$ cat src/rtl/qlf_shchain_ctrl.sv
// qlf_shchain_ctrl
// Sequencer for an external serial chain of CHAIN_LEN shift-register flops.
// A parallel word is taken on the in_valid/in_ready handshake and shifted into
// the chain head, MSB first. The bits falling out of the chain tail are
// captured at the same time and returned as a parallel word on the
// out_valid/out_ready handshake. Rotate mode feeds the tail back into the
// head, so the chain is read without being disturbed.
//
// Ports:
//   C          clock, all state updates on the rising edge
//   R          asynchronous active-low reset
//   in_valid   request carries a word to load
//   in_ready   controller can accept a request (IDLE)
//   in_data    word to load, bit k lands in chain stage k (0 = head)
//   in_rot     sampled with the request, 1 = rotate, in_data ignored
//   sh_en      chain advances on each rising edge of C where this is 1
//   sh_d       serial data into the chain head
//   sh_q       serial data from the chain tail (stage CHAIN_LEN-1)
//   out_valid  out_data holds the captured chain contents
//   out_ready  consumer accepts out_data
//   out_data   previous chain contents, same indexing as in_data
//   busy       controller is not IDLE
module qlf_shchain_ctrl #(
  parameter int CHAIN_LEN = 16
) (
  input  logic                 C,
  input  logic                 R,
  input  logic                 in_valid,
  output logic                 in_ready,
  input  logic [CHAIN_LEN-1:0] in_data,
  input  logic                 in_rot,
  output logic                 sh_en,
  output logic                 sh_d,
  input  logic                 sh_q,
  output logic                 out_valid,
  input  logic                 out_ready,
  output logic [CHAIN_LEN-1:0] out_data,
  output logic                 busy
);

  localparam int CNT_W = (CHAIN_LEN > 1) ? $clog2(CHAIN_LEN) : 1;
  localparam logic [CNT_W-1:0] LAST = CNT_W'(CHAIN_LEN - 1);

  typedef enum logic [1:0] {
    IDLE,
    SHIFT,
    DONE
  } state_t;

  state_t               state, state_nxt;
  logic [CHAIN_LEN-1:0] sr, sr_nxt;
  logic                 rot, rot_nxt;
  logic [CNT_W-1:0]     cnt, cnt_nxt;
  logic                 sh_en_nxt;
  logic                 out_valid_nxt;
  logic [CHAIN_LEN-1:0] out_data_nxt;
  logic [CHAIN_LEN-1:0] cap_next;

  // Capture shifter: the tail bit seen on each shift edge enters at bit 0, so
  // after CHAIN_LEN edges the first captured bit (the old tail) sits at the
  // top. A one-flop chain needs no history, the word is just sh_q.
  generate
    if (CHAIN_LEN == 1) begin : g_single
      assign cap_next = sh_q;
    end else begin : g_multi
      logic [CHAIN_LEN-2:0] cap;

      // Only the lower CHAIN_LEN-1 captured bits need storing; the newest bit
      // is taken straight from sh_q on the final edge.
      always_ff @(posedge C or negedge R) begin
        if (!R) begin
          cap <= '0;
        end else if (state == SHIFT) begin
          cap <= cap_next[CHAIN_LEN-2:0];
        end
      end

      assign cap_next = {cap, sh_q};
    end
  endgenerate

  // State and registered outputs. sh_en is a flop so that reset drops it
  // asynchronously and stops the chain immediately.
  always_ff @(posedge C or negedge R) begin
    if (!R) begin
      state     <= IDLE;
      sr        <= '0;
      rot       <= 1'b0;
      cnt       <= '0;
      sh_en     <= 1'b0;
      out_valid <= 1'b0;
      out_data  <= '0;
    end else begin
      state     <= state_nxt;
      sr        <= sr_nxt;
      rot       <= rot_nxt;
      cnt       <= cnt_nxt;
      sh_en     <= sh_en_nxt;
      out_valid <= out_valid_nxt;
      out_data  <= out_data_nxt;
    end
  end

  // Next-state logic plus the combinational outputs. sh_d is only driven
  // while shifting; in rotate mode the tail is looped straight back.
  always_comb begin
    state_nxt     = state;
    sr_nxt        = sr;
    rot_nxt       = rot;
    cnt_nxt       = cnt;
    sh_en_nxt     = sh_en;
    out_valid_nxt = out_valid;
    out_data_nxt  = out_data;
    in_ready      = 1'b0;
    busy          = 1'b1;
    sh_d          = 1'b0;

    case (state)
      IDLE: begin
        in_ready = 1'b1;
        busy     = 1'b0;
        if (in_valid) begin
          sr_nxt    = in_data;
          rot_nxt   = in_rot;
          cnt_nxt   = '0;
          sh_en_nxt = 1'b1;
          state_nxt = SHIFT;
        end
      end

      SHIFT: begin
        sh_d    = rot ? sh_q : sr[CHAIN_LEN-1];
        sr_nxt  = sr << 1;
        cnt_nxt = cnt + CNT_W'(1);
        if (cnt == LAST) begin
          sh_en_nxt     = 1'b0;
          out_data_nxt  = cap_next;
          out_valid_nxt = 1'b1;
          state_nxt     = DONE;
        end
      end

      DONE: begin
        if (out_ready) begin
          out_valid_nxt = 1'b0;
          state_nxt     = IDLE;
        end
      end

      default: begin
        state_nxt = IDLE;
      end
    endcase
  end

endmodule

$ cat config.mk
export PLATFORM = sky130hd
export DESIGN_NAME = qlf_shchain_ctrl
export DESIGN_NICKNAME = d
export VERILOG_FILES = /design/src/rtl/qlf_shchain_ctrl.sv
export SDC_FILE = /design/constraint.sdc
export NUM_CORES = 1
export LEC_CHECK = 0
export CAP_MARGIN = 5
export CORE_AREA = 2 2 93 95
export DETAILED_ROUTE_END_ITERATION = 6
export DIE_AREA = 0 0 95 97
export SKIP_CTS_REPAIR_TIMING = 1
export SYNTH_ARGS = -nofsm -noshare
export SYNTH_HDL_FRONTEND = slang
export SYNTH_SLANG_ARGS = --single-unit
$ cat constraint.sdc
create_clock -name C -period 3.55 [get_ports C]
set_clock_uncertainty 0.05 [all_clocks]
set_input_delay 0.355 -clock C [delete_from_list [all_inputs] [get_ports C]]
set_output_delay 0.355 -clock C [all_outputs]
set_load 0.005 [all_outputs]
### Word-level counts from Yosys, hierarchy flattened

Cells that the tools add are included.
Widths: inputs -> output; s select.

| word-level totals | value |
|---|---|
| output and inout port bits | 21 |
| word-level logic and storage cells | 42 |
| input port bits | 22 |
| flip-flop bits (word level) | 56 |

| cells by class | value |
|---|---|
| eq/ne operators | 6 |
| add/subtract/negate cells | 1 |
| reduce and logical (&&, ||, !) cells | 9 |
| multiplexer cells | 18 |

Operator list:

| cell | count |
|---|---|
| $pmux 16 s2 | 1 |
| $mux 16 | 1 |
| $reduce_and 3->1 | 3 |
| $mux 1 | 8 |
| $pmux 4 s2 | 1 |
| $mux 2 | 3 |
| $pmux 2 s3 | 1 |
| $reduce_and 2->1 | 3 |
| $add 4x1->4 const B | 1 |
| $eq 4x4->1 const B | 1 |
| $mux 4 | 1 |
| $ne 2x2->1 const B | 2 |
| $pmux 1 s2 | 2 |
| $reduce_bool 2->1 | 2 |
| $eq 2x1->1 const B | 1 |
| $eq 2x2->1 const B | 1 |
| $logic_not 2->1 | 1 |
| $ne 2x1->1 const B | 1 |

### Logic depth before layout (Yosys ltp)

Gate-level depths: netlist of the first run.

| logic depth | value |
|---|---|
| word-level depth | 3 |
| depth in mapped cells | 6 |

### Least setup slack after synthesis of the first run

No wires, ideal clock.

| timing path | value |
|---|---|
| path kind | register -> register |
| from | register cnt[0] |
| to | register out_data[12] |
| data required time | 3.375 ns |
| path slack | 1.988 ns |
| period minus slack after synthesis | 1.562 ns |
| stages on the path, launching flop included | 7 |
| data arrival time | 1.387 ns |
| library setup time | 0.125 ns |
| buffers on the path | 2 |
| cell sequence | dfrtp_1 > ha_1 > nand3_1 > or2_1 > buf_6 > buf_6 > mux2_4 |

| between the ends | value |
|---|---|
| word-level cells in the longest chain between the ends | 2 |

Ends and longest elaborated chain:

| item | RTL line | RTL |
|---|---|---|
| start, declared | 53 | `logic [CNT_W-1:0] cnt, cnt_nxt;` |
| start signal, assigned | 97 | `cnt <= cnt_nxt;` |
| $eq 4x4->1 | 135 | `if (cnt == LAST) begin` |
| $reduce_and 2->1 (no source line) | -- |  |
| end signal, assigned | 100 | `out_data <= out_data_nxt;` |
| end, declared | 37 | `output logic [CHAIN_LEN-1:0] out_data,` |

Every way passes these cells.
A chain may end at the register's enable or synchronous reset.

### Final worst setup path of the first run

| timing path | value |
|---|---|
| from | register state[1] |
| to | output port sh_d |

| between the ends | value |
|---|---|
| word-level cells in the longest chain between the ends | 2 |

Ends and longest elaborated chain:

| item | RTL line | RTL |
|---|---|---|
| start, declared | 50 | `state_t state, state_nxt;` |
| start signal, assigned | 94 | `state <= state_nxt;` |
| $eq 2x1->1 | 118 | `case (state)` |
| $mux 1 | 118 |  |
| end, declared | 33 | `output logic sh_d,` |

Every way passes these cells.

==> metrics.txt, run 1 <==
nature of the critical path startpoint=flip-flop; syn nets=250; flop and latch count out of synthesis=56; setup repair after global routing missed its margin=false; total number of H-tree levels=2; number of nets with antenna violations after routing=0; CTS root buffer=sky130_fd_sc_hd__clkbuf_8; final-report setup violation count=0; Rel. slew slack=0.3450; Critical path origin=state[1]; maximum vdd drop=0.0002221 V; fraction of layout cells with a size suffix above 1=0.1194; leakage power figure=1.375 nW; top-level I/O count=43; data arrival time at the worst-slack endpoint=2.14 ns; drt initial violations=103; Worst EP required=3.14 ns; TritonCTS Sinks=56; global routing usage summed across all routing layers=0.1134; final net count=290; launch point of the worst reg-to-reg path=state[1]; Crit Path Max Fanout=23; Antenna Cells=0; die width=95 um; Final GP Congestion=0.7247; highest achievable clock rate=392.8 MHz; total area of sequential cells=1401 sq um; clock-pin slew on the worst setup and hold paths=0.10 ns; Max Root-Sink Buffers=2; Register-to-Register Setup Slack=1.10 ns; Chip Height=97 um; transition time at the pin with the least slew margin=0.9826 ns; setup tns final=0 ns; wire length reported by the detailed router=4.867 mm; met3 track demand over resource in global routing=0.02648; number of rows created at floorplan=33; vias in the first global route=1734; final count of pins violating max slew=0; count of input and output buffers=42; synthesized cell area=2426 sq um; critical path class=reg -> out; global-route wire length before repair=8.266 mm; power per cell area=750.0 nW/um^2; met2 Usage GRT=0.1795; layer with the highest usage=met2; number of distinct library cells after synthesis=26; post-layout minimum cycle time=2.546 ns; total cell area at the placement stage=2939 sq um; sequential share of the synthesized area=0.5776; final design instance area without fill=3050 sq um; Skew-Pair Late Insertion Delay=0.31 ns; layout overhead on the synthesized area=25.74%; per-cell routed wire length=13.05 um; DRC errors left=0; Initial Util=0.2983; detailed-routing iteration count for the pre-antenna-repair pass=4; max-capacitance violation count=0; run status=finished clean; standard cell core area=8134 sq um; maximum number of pins on one net before global-route repair=46; synthesis warning total=0; total gr overflow=0; routed vias=1740; clock buffers created by TritonCTS=5; endpoint class of the critical path=primary output; multi-input logic area=942.2 sq um; mean post-synth cell area=10.69 sq um; count of filler cells inserted in the layout=814; Tcrit/Tclk final=0.7171; number of antenna violations at the first check in global routing=0; final hold violation count=0; kind of path behind the tightest hold check=in -> async; die footprint=9215 sq um; via-per-instance ratio=4.665; Post-DP HPWL=3.255 mm; GR Layer Usage met1=0.1496; TritonCTS clock tree=yes; synthesized netlist cell count=227
-- layer usage --
metal  wire (um)  up-vias
li1            -      850
met1        2302      832
met2        2239       52
met3         250        6
met4          74        0
met5           0        -
-- synthesized netlist by cell type --
master	number	area (sq um)
sky130_fd_sc_hd__a22o_1	2	17.52
sky130_fd_sc_hd__mux2_2	10	112.6
sky130_fd_sc_hd__nor2_1	4	15.01
sky130_fd_sc_hd__inv_1	3	11.26
sky130_fd_sc_hd__mux2_4	8	120.1
sky130_fd_sc_hd__buf_4	1	7.510
sky130_fd_sc_hd__clkbuf_2	1	5.000
sky130_fd_sc_hd__mux2i_1	1	10.01
sky130_fd_sc_hd__nand2b_1	2	12.51
sky130_fd_sc_hd__or2_1	1	6.260
sky130_fd_sc_hd__o21bai_1	1	7.510
sky130_fd_sc_hd__nand2_1	50	187.7
sky130_fd_sc_hd__buf_6	2	22.52
sky130_fd_sc_hd__dfrtp_1	56	1401
sky130_fd_sc_hd__ha_1	1	12.51
sky130_fd_sc_hd__a22oi_1	15	112.6
sky130_fd_sc_hd__a21oi_1	16	80.08
sky130_fd_sc_hd__o21ai_1	1	5.000
sky130_fd_sc_hd__nor2b_1	18	112.6
sky130_fd_sc_hd__o21ai_0	19	95.09
sky130_fd_sc_hd__clkbuf_1	8	30.03
sky130_fd_sc_hd__buf_2	1	5.000
sky130_fd_sc_hd__a41oi_1	1	8.760
sky130_fd_sc_hd__nand3_1	3	15.01
sky130_fd_sc_hd__buf_1	1	3.750
sky130_fd_sc_hd__o311ai_0	1	8.760
-- stage by stage --
step	hold slack (ns)	total power [mW]	instances	setup WS, ns	util
3_3_place_gp	0.4166	1.863	365	1.152	0.3613
5_1_grt	0.2145	2.461	373	0.8917	0.3750
4_1_cts	0.1693	2.314	373	0.9913	0.3750
2_1_floorplan	0.009409	1.529	227	1.988	-
6_report	0.1409	2.288	373	1.004	0.3750
3_5_place_dp	0.4241	1.887	365	1.074	0.3613
-- sequential cells by signal (all words and copies together), names as in the netlist --
name / count
sh_en: 1
sr: 16
cnt: 4
out_data: 16
rot: 1
out_valid: 1
state: 2
g_multi.cap: 15
-- layout make-up --
| type | instances | share of cell area |
|---|---|---|
| Clock buffer | 6 | 0.02379 |
| Clock inverter | 2 | 0.01272 |
| Inverter | 3 | 0.003692 |
| Multi-Input combinational cell | 154 | 0.3089 |
| Sequential cell | 56 | 0.4594 |
| Tap cell | 105 | 0.04307 |
| Timing Repair Buffer | 47 | 0.1485 |
-- critical path, stage by stage (launching register included) --
cell and delay (ns):
sky130_fd_sc_hd__dfrtp_1 0.67, sky130_fd_sc_hd__nand2b_1 0.27, sky130_fd_sc_hd__buf_4 0.22, sky130_fd_sc_hd__nor2_1 0.14, sky130_fd_sc_hd__clkdlybuf4s50_1 0.51
-- final timing paths --
kind / to / depth (start not counted)
setup / recovery: sh_d / 4
hold / removal: g_multi.cap[2] / 1
setup reg to reg: out_data[2] / 4
hold reg to reg: g_multi.cap[14] / 2
max in group asynchronous: sr[11] / 2
min in group C: g_multi.cap[14] / 2
-- logic make-up after synthesis --
kind of cell	Yosys count	synth area share
AO/OA/AOI/OAI	56	0.1382
adder cells (fa/ha/maj)	1	0.005156
buffers and inverters	17	0.03506
flip-flops	56	0.5776
multiplexers	19	0.1001
AND/OR/NAND/NOR	78	0.1439
-- power breakdown --
part           internal [mW]  switching, mW
Sequential             0.900          0.209
Combinational          0.460          0.292
Clock                  0.214          0.213
Total                   1.57          0.714
-- placed cells by master (no fill, tap or decap) --
master and instances:
sky130_fd_sc_hd__dfrtp_1 56, sky130_fd_sc_hd__nand2_1 50, sky130_fd_sc_hd__clkdlybuf4s50_1 41, sky130_fd_sc_hd__o21ai_0 19
sky130_fd_sc_hd__nor2b_1 17, sky130_fd_sc_hd__a21oi_1 16, sky130_fd_sc_hd__a22oi_1 15, sky130_fd_sc_hd__mux2_2 10
sky130_fd_sc_hd__mux2_4 8, sky130_fd_sc_hd__clkbuf_8 5, sky130_fd_sc_hd__buf_4 5, sky130_fd_sc_hd__nor2_1 4
sky130_fd_sc_hd__inv_1 3, sky130_fd_sc_hd__nand3_1 3, sky130_fd_sc_hd__nand2b_1 2, sky130_fd_sc_hd__a22o_1 2
sky130_fd_sc_hd__mux2i_1 1, sky130_fd_sc_hd__nor2b_2 1, sky130_fd_sc_hd__o21ai_1 1, sky130_fd_sc_hd__o21bai_1 1
sky130_fd_sc_hd__o311ai_0 1, sky130_fd_sc_hd__or2_1 1, sky130_fd_sc_hd__a41oi_1 1, sky130_fd_sc_hd__ha_1 1
sky130_fd_sc_hd__bufinv_16 1, sky130_fd_sc_hd__inv_6 1, sky130_fd_sc_hd__clkbuf_1 1, sky130_fd_sc_hd__buf_2 1
Note: power is estimated with default switching activity, not from simulation.
==> run 2, diff against run 1 <==
==> constraint.sdc (replaced) <==
create_clock -name C -period 2.3 [get_ports C]
set_clock_uncertainty 0.05 [all_clocks]
set_input_delay 0.23 -clock C [delete_from_list [all_inputs] [get_ports C]]
set_output_delay 0.23 -clock C [all_outputs]
set_load 0.005 [all_outputs]
==> metrics.txt, run 2 (synthesis gave the netlist of run 1 again) <==
run status=finished clean; portion of total power attributed to sequential cells=0.495 (+0.010); critical path class=reg -> out; vias in the first global route=1783 (+2.8%); global routing usage summed across all routing layers=0.1236 (+0.01019); leakage power figure=1.388 nW (+0.94%); setup tns final=0 ns (unchanged); number of rows created at floorplan=33 (unchanged); clock-pin slew on the worst setup and hold paths=0.09 ns (about the same); data arrival time at the worst-slack endpoint=1.87 ns (-0.27 ns); final net count=296 (+2.1%); Crit-path slowest cell=sky130_fd_sc_hd__dfrtp_1; largest incremental delay on the critical path=0.58 ns (-0.09 ns); total gr overflow=0 (unchanged); global-route wire length before repair=9.039 mm (+9.4%); switching power as a share of total power=0.3187 (+0.006454); count of input and output buffers=42 (unchanged); kind of path behind the tightest hold check=in -> async; CTS root buffer=sky130_fd_sc_hd__clkbuf_8; most common cell after layout, fill and taps aside=sky130_fd_sc_hd__dfrtp_1; nature of the critical path startpoint=flip-flop; Skew-Pair Late Insertion Delay=0.30 ns (about the same); Initial Util=0.2983 (unchanged); number of antenna violations at the first check in global routing=0 (unchanged); Tcrit/Tclk final=0.9352; total number of H-tree levels=2 (unchanged); final hold violation count=0 (unchanged); per-cell routed wire length=13.75 um (+5.4%); Rel. slew slack=0.7171 (+0.3721); sequence of cells on the critical path=nand2b_1 > nor2_1 > clkdlybuf4s50_1; standard cell core area=8134 sq um (unchanged); die footprint=9215 sq um (unchanged); layout overhead on the synthesized area=26.30%; internal power component=2.322 mW (+48%); net switching component of the power=1.086 mW (+52%); post-layout minimum cycle time=2.151 ns; maximum vdd drop=0.0003054 V (+37%); power share of the combinational group=0.359 (+0.031); final count of pins violating max slew=0 (unchanged); die width=95 um (unchanged); largest registers in the final layout=out_data (16), sr (16), g_multi.cap (15); number of nets with antenna violations after routing=0 (unchanged); detailed-routing iteration count for the pre-antenna-repair pass=4 (unchanged); power per cell area=1112 nW/um^2 (+48%); endpoint class of the critical path=primary output; setup repair after global routing missed its margin=false; fraction of layout cells with a size suffix above 1=0.1319 (+0.01247); Crit Path Max Fanout=13 (-43%); Chip Height=97 um (unchanged); buffering stage count on the worst path with inverters included=1 (-1); routed vias=1762 (+1.3%); Max Root-Sink Buffers=2 (unchanged); share of power burned in the clock network=0.146 (-0.041); wire length reported by the detailed router=5.197 mm (+6.8%); drt initial violations=83 (-19%); TritonCTS Sinks=56 (unchanged); Final GP Congestion=0.7031 (-3.0%); top-level I/O count=43 (unchanged); clock buffers created by TritonCTS=5 (unchanged); maximum number of pins on one net before global-route repair=30 (-35%); Pwr Total=3.409 mW (+49%); TritonCTS clock tree=yes; Worst EP required=2.02 ns (-1.12 ns); critical path's top delay family=flip-flops; Post-DP HPWL=3.589 mm (+10%); final-report setup violation count=0 (unchanged); max-capacitance violation count=0 (unchanged); transition time at the pin with the least slew margin=0.4244 ns (-0.5581 ns); Antenna Cells=0 (unchanged); commonest cells after routing, fill and taps aside=sky130_fd_sc_hd__dfrtp_1, sky130_fd_sc_hd__nand2_1, sky130_fd_sc_hd__clkdlybuf4s50_1, sky130_fd_sc_hd__o21ai_0, sky130_fd_sc_hd__nor2b_1; via-per-instance ratio=4.661 (about the same); DRC errors left=0 (unchanged); highest achievable clock rate=464.9 MHz
## run 2: area by class of cell
cell class              count  area [sq um]
fillers                   797          5070
flip-flops and latches     56          1401
multi-input cells         154         942.2
repair buffers             53         500.5
well taps                 105         131.4
clock buffers               6         72.57
inverters                   3         11.26
clock inverters             1         5.005
## run 2: per-stage QoR
| step | area (sq um) | utilization | hold slack (ns) | worst slack, ns | instances |
|---|---|---|---|---|---|
| 2_1_floorplan | 2426 | - | -0.1156 | 0.7375 | 227 |
| 6_report | 3064 | 0.3767 | 0.3447 | 0.1489 | 378 |
| 3_3_place_gp | 2977 | 0.3659 | 0.1391 | 0.4784 | 370 |
| 5_1_grt | 3064 | 0.3767 | 0.3842 | 0.05302 | 378 |
| 3_5_place_dp | 2977 | 0.3659 | 0.1426 | 0.4906 | 370 |
| 4_1_cts | 3054 | 0.3755 | -0.1903 | 0.1635 | 377 |
## run 2: final timing paths
check / start / endpoint / slack [ns] / cells past startpoint
min: R / out_data[0] / 0.34 / 2
min reg2reg: g_multi.cap[14] / g_multi.cap[14] / 0.44 / 2
max in group asynchronous: R / g_multi.cap[4] / 1.22 / 3
max: state[0] / sh_d / 0.15 / 3
min in group C: g_multi.cap[14] / g_multi.cap[14] / 0.44 / 2
max reg2reg: state[0] / out_data[14] / 0.53 / 4
## run 2: worst register-to-register path, stage by stage (launching register included)
cell and delay (ns):
sky130_fd_sc_hd__dfrtp_1 0.58, sky130_fd_sc_hd__nand2b_1 0.24, sky130_fd_sc_hd__or2_1 0.27, sky130_fd_sc_hd__buf_4 0.20, sky130_fd_sc_hd__mux2_4 0.31
## run 2: power by group through the flow
stage                     clock, mW  sequential, mW  combinational (mW)
after floorplan                   0            1.64               0.721
after global placement            0            1.70                1.20
after detailed placement          0            1.71                1.23
after CTS                     0.521            1.69                1.24
after global routing          0.552            1.75                1.38
final                         0.499            1.69                1.22
## run 2: metal layers
| metal | wire length [um] | vias to the layer above | global-route usage |
|---|---|---|---|
| li1 | - | 861 | - |
| met1 | 2718 | 855 | 0.1837 |
| met2 | 2259 | 39 | 0.1817 |
| met3 | 157 | 7 | 0.02648 |
| met4 | 61 | 0 | 0.03344 |
| met5 | 0 | - | 0 |
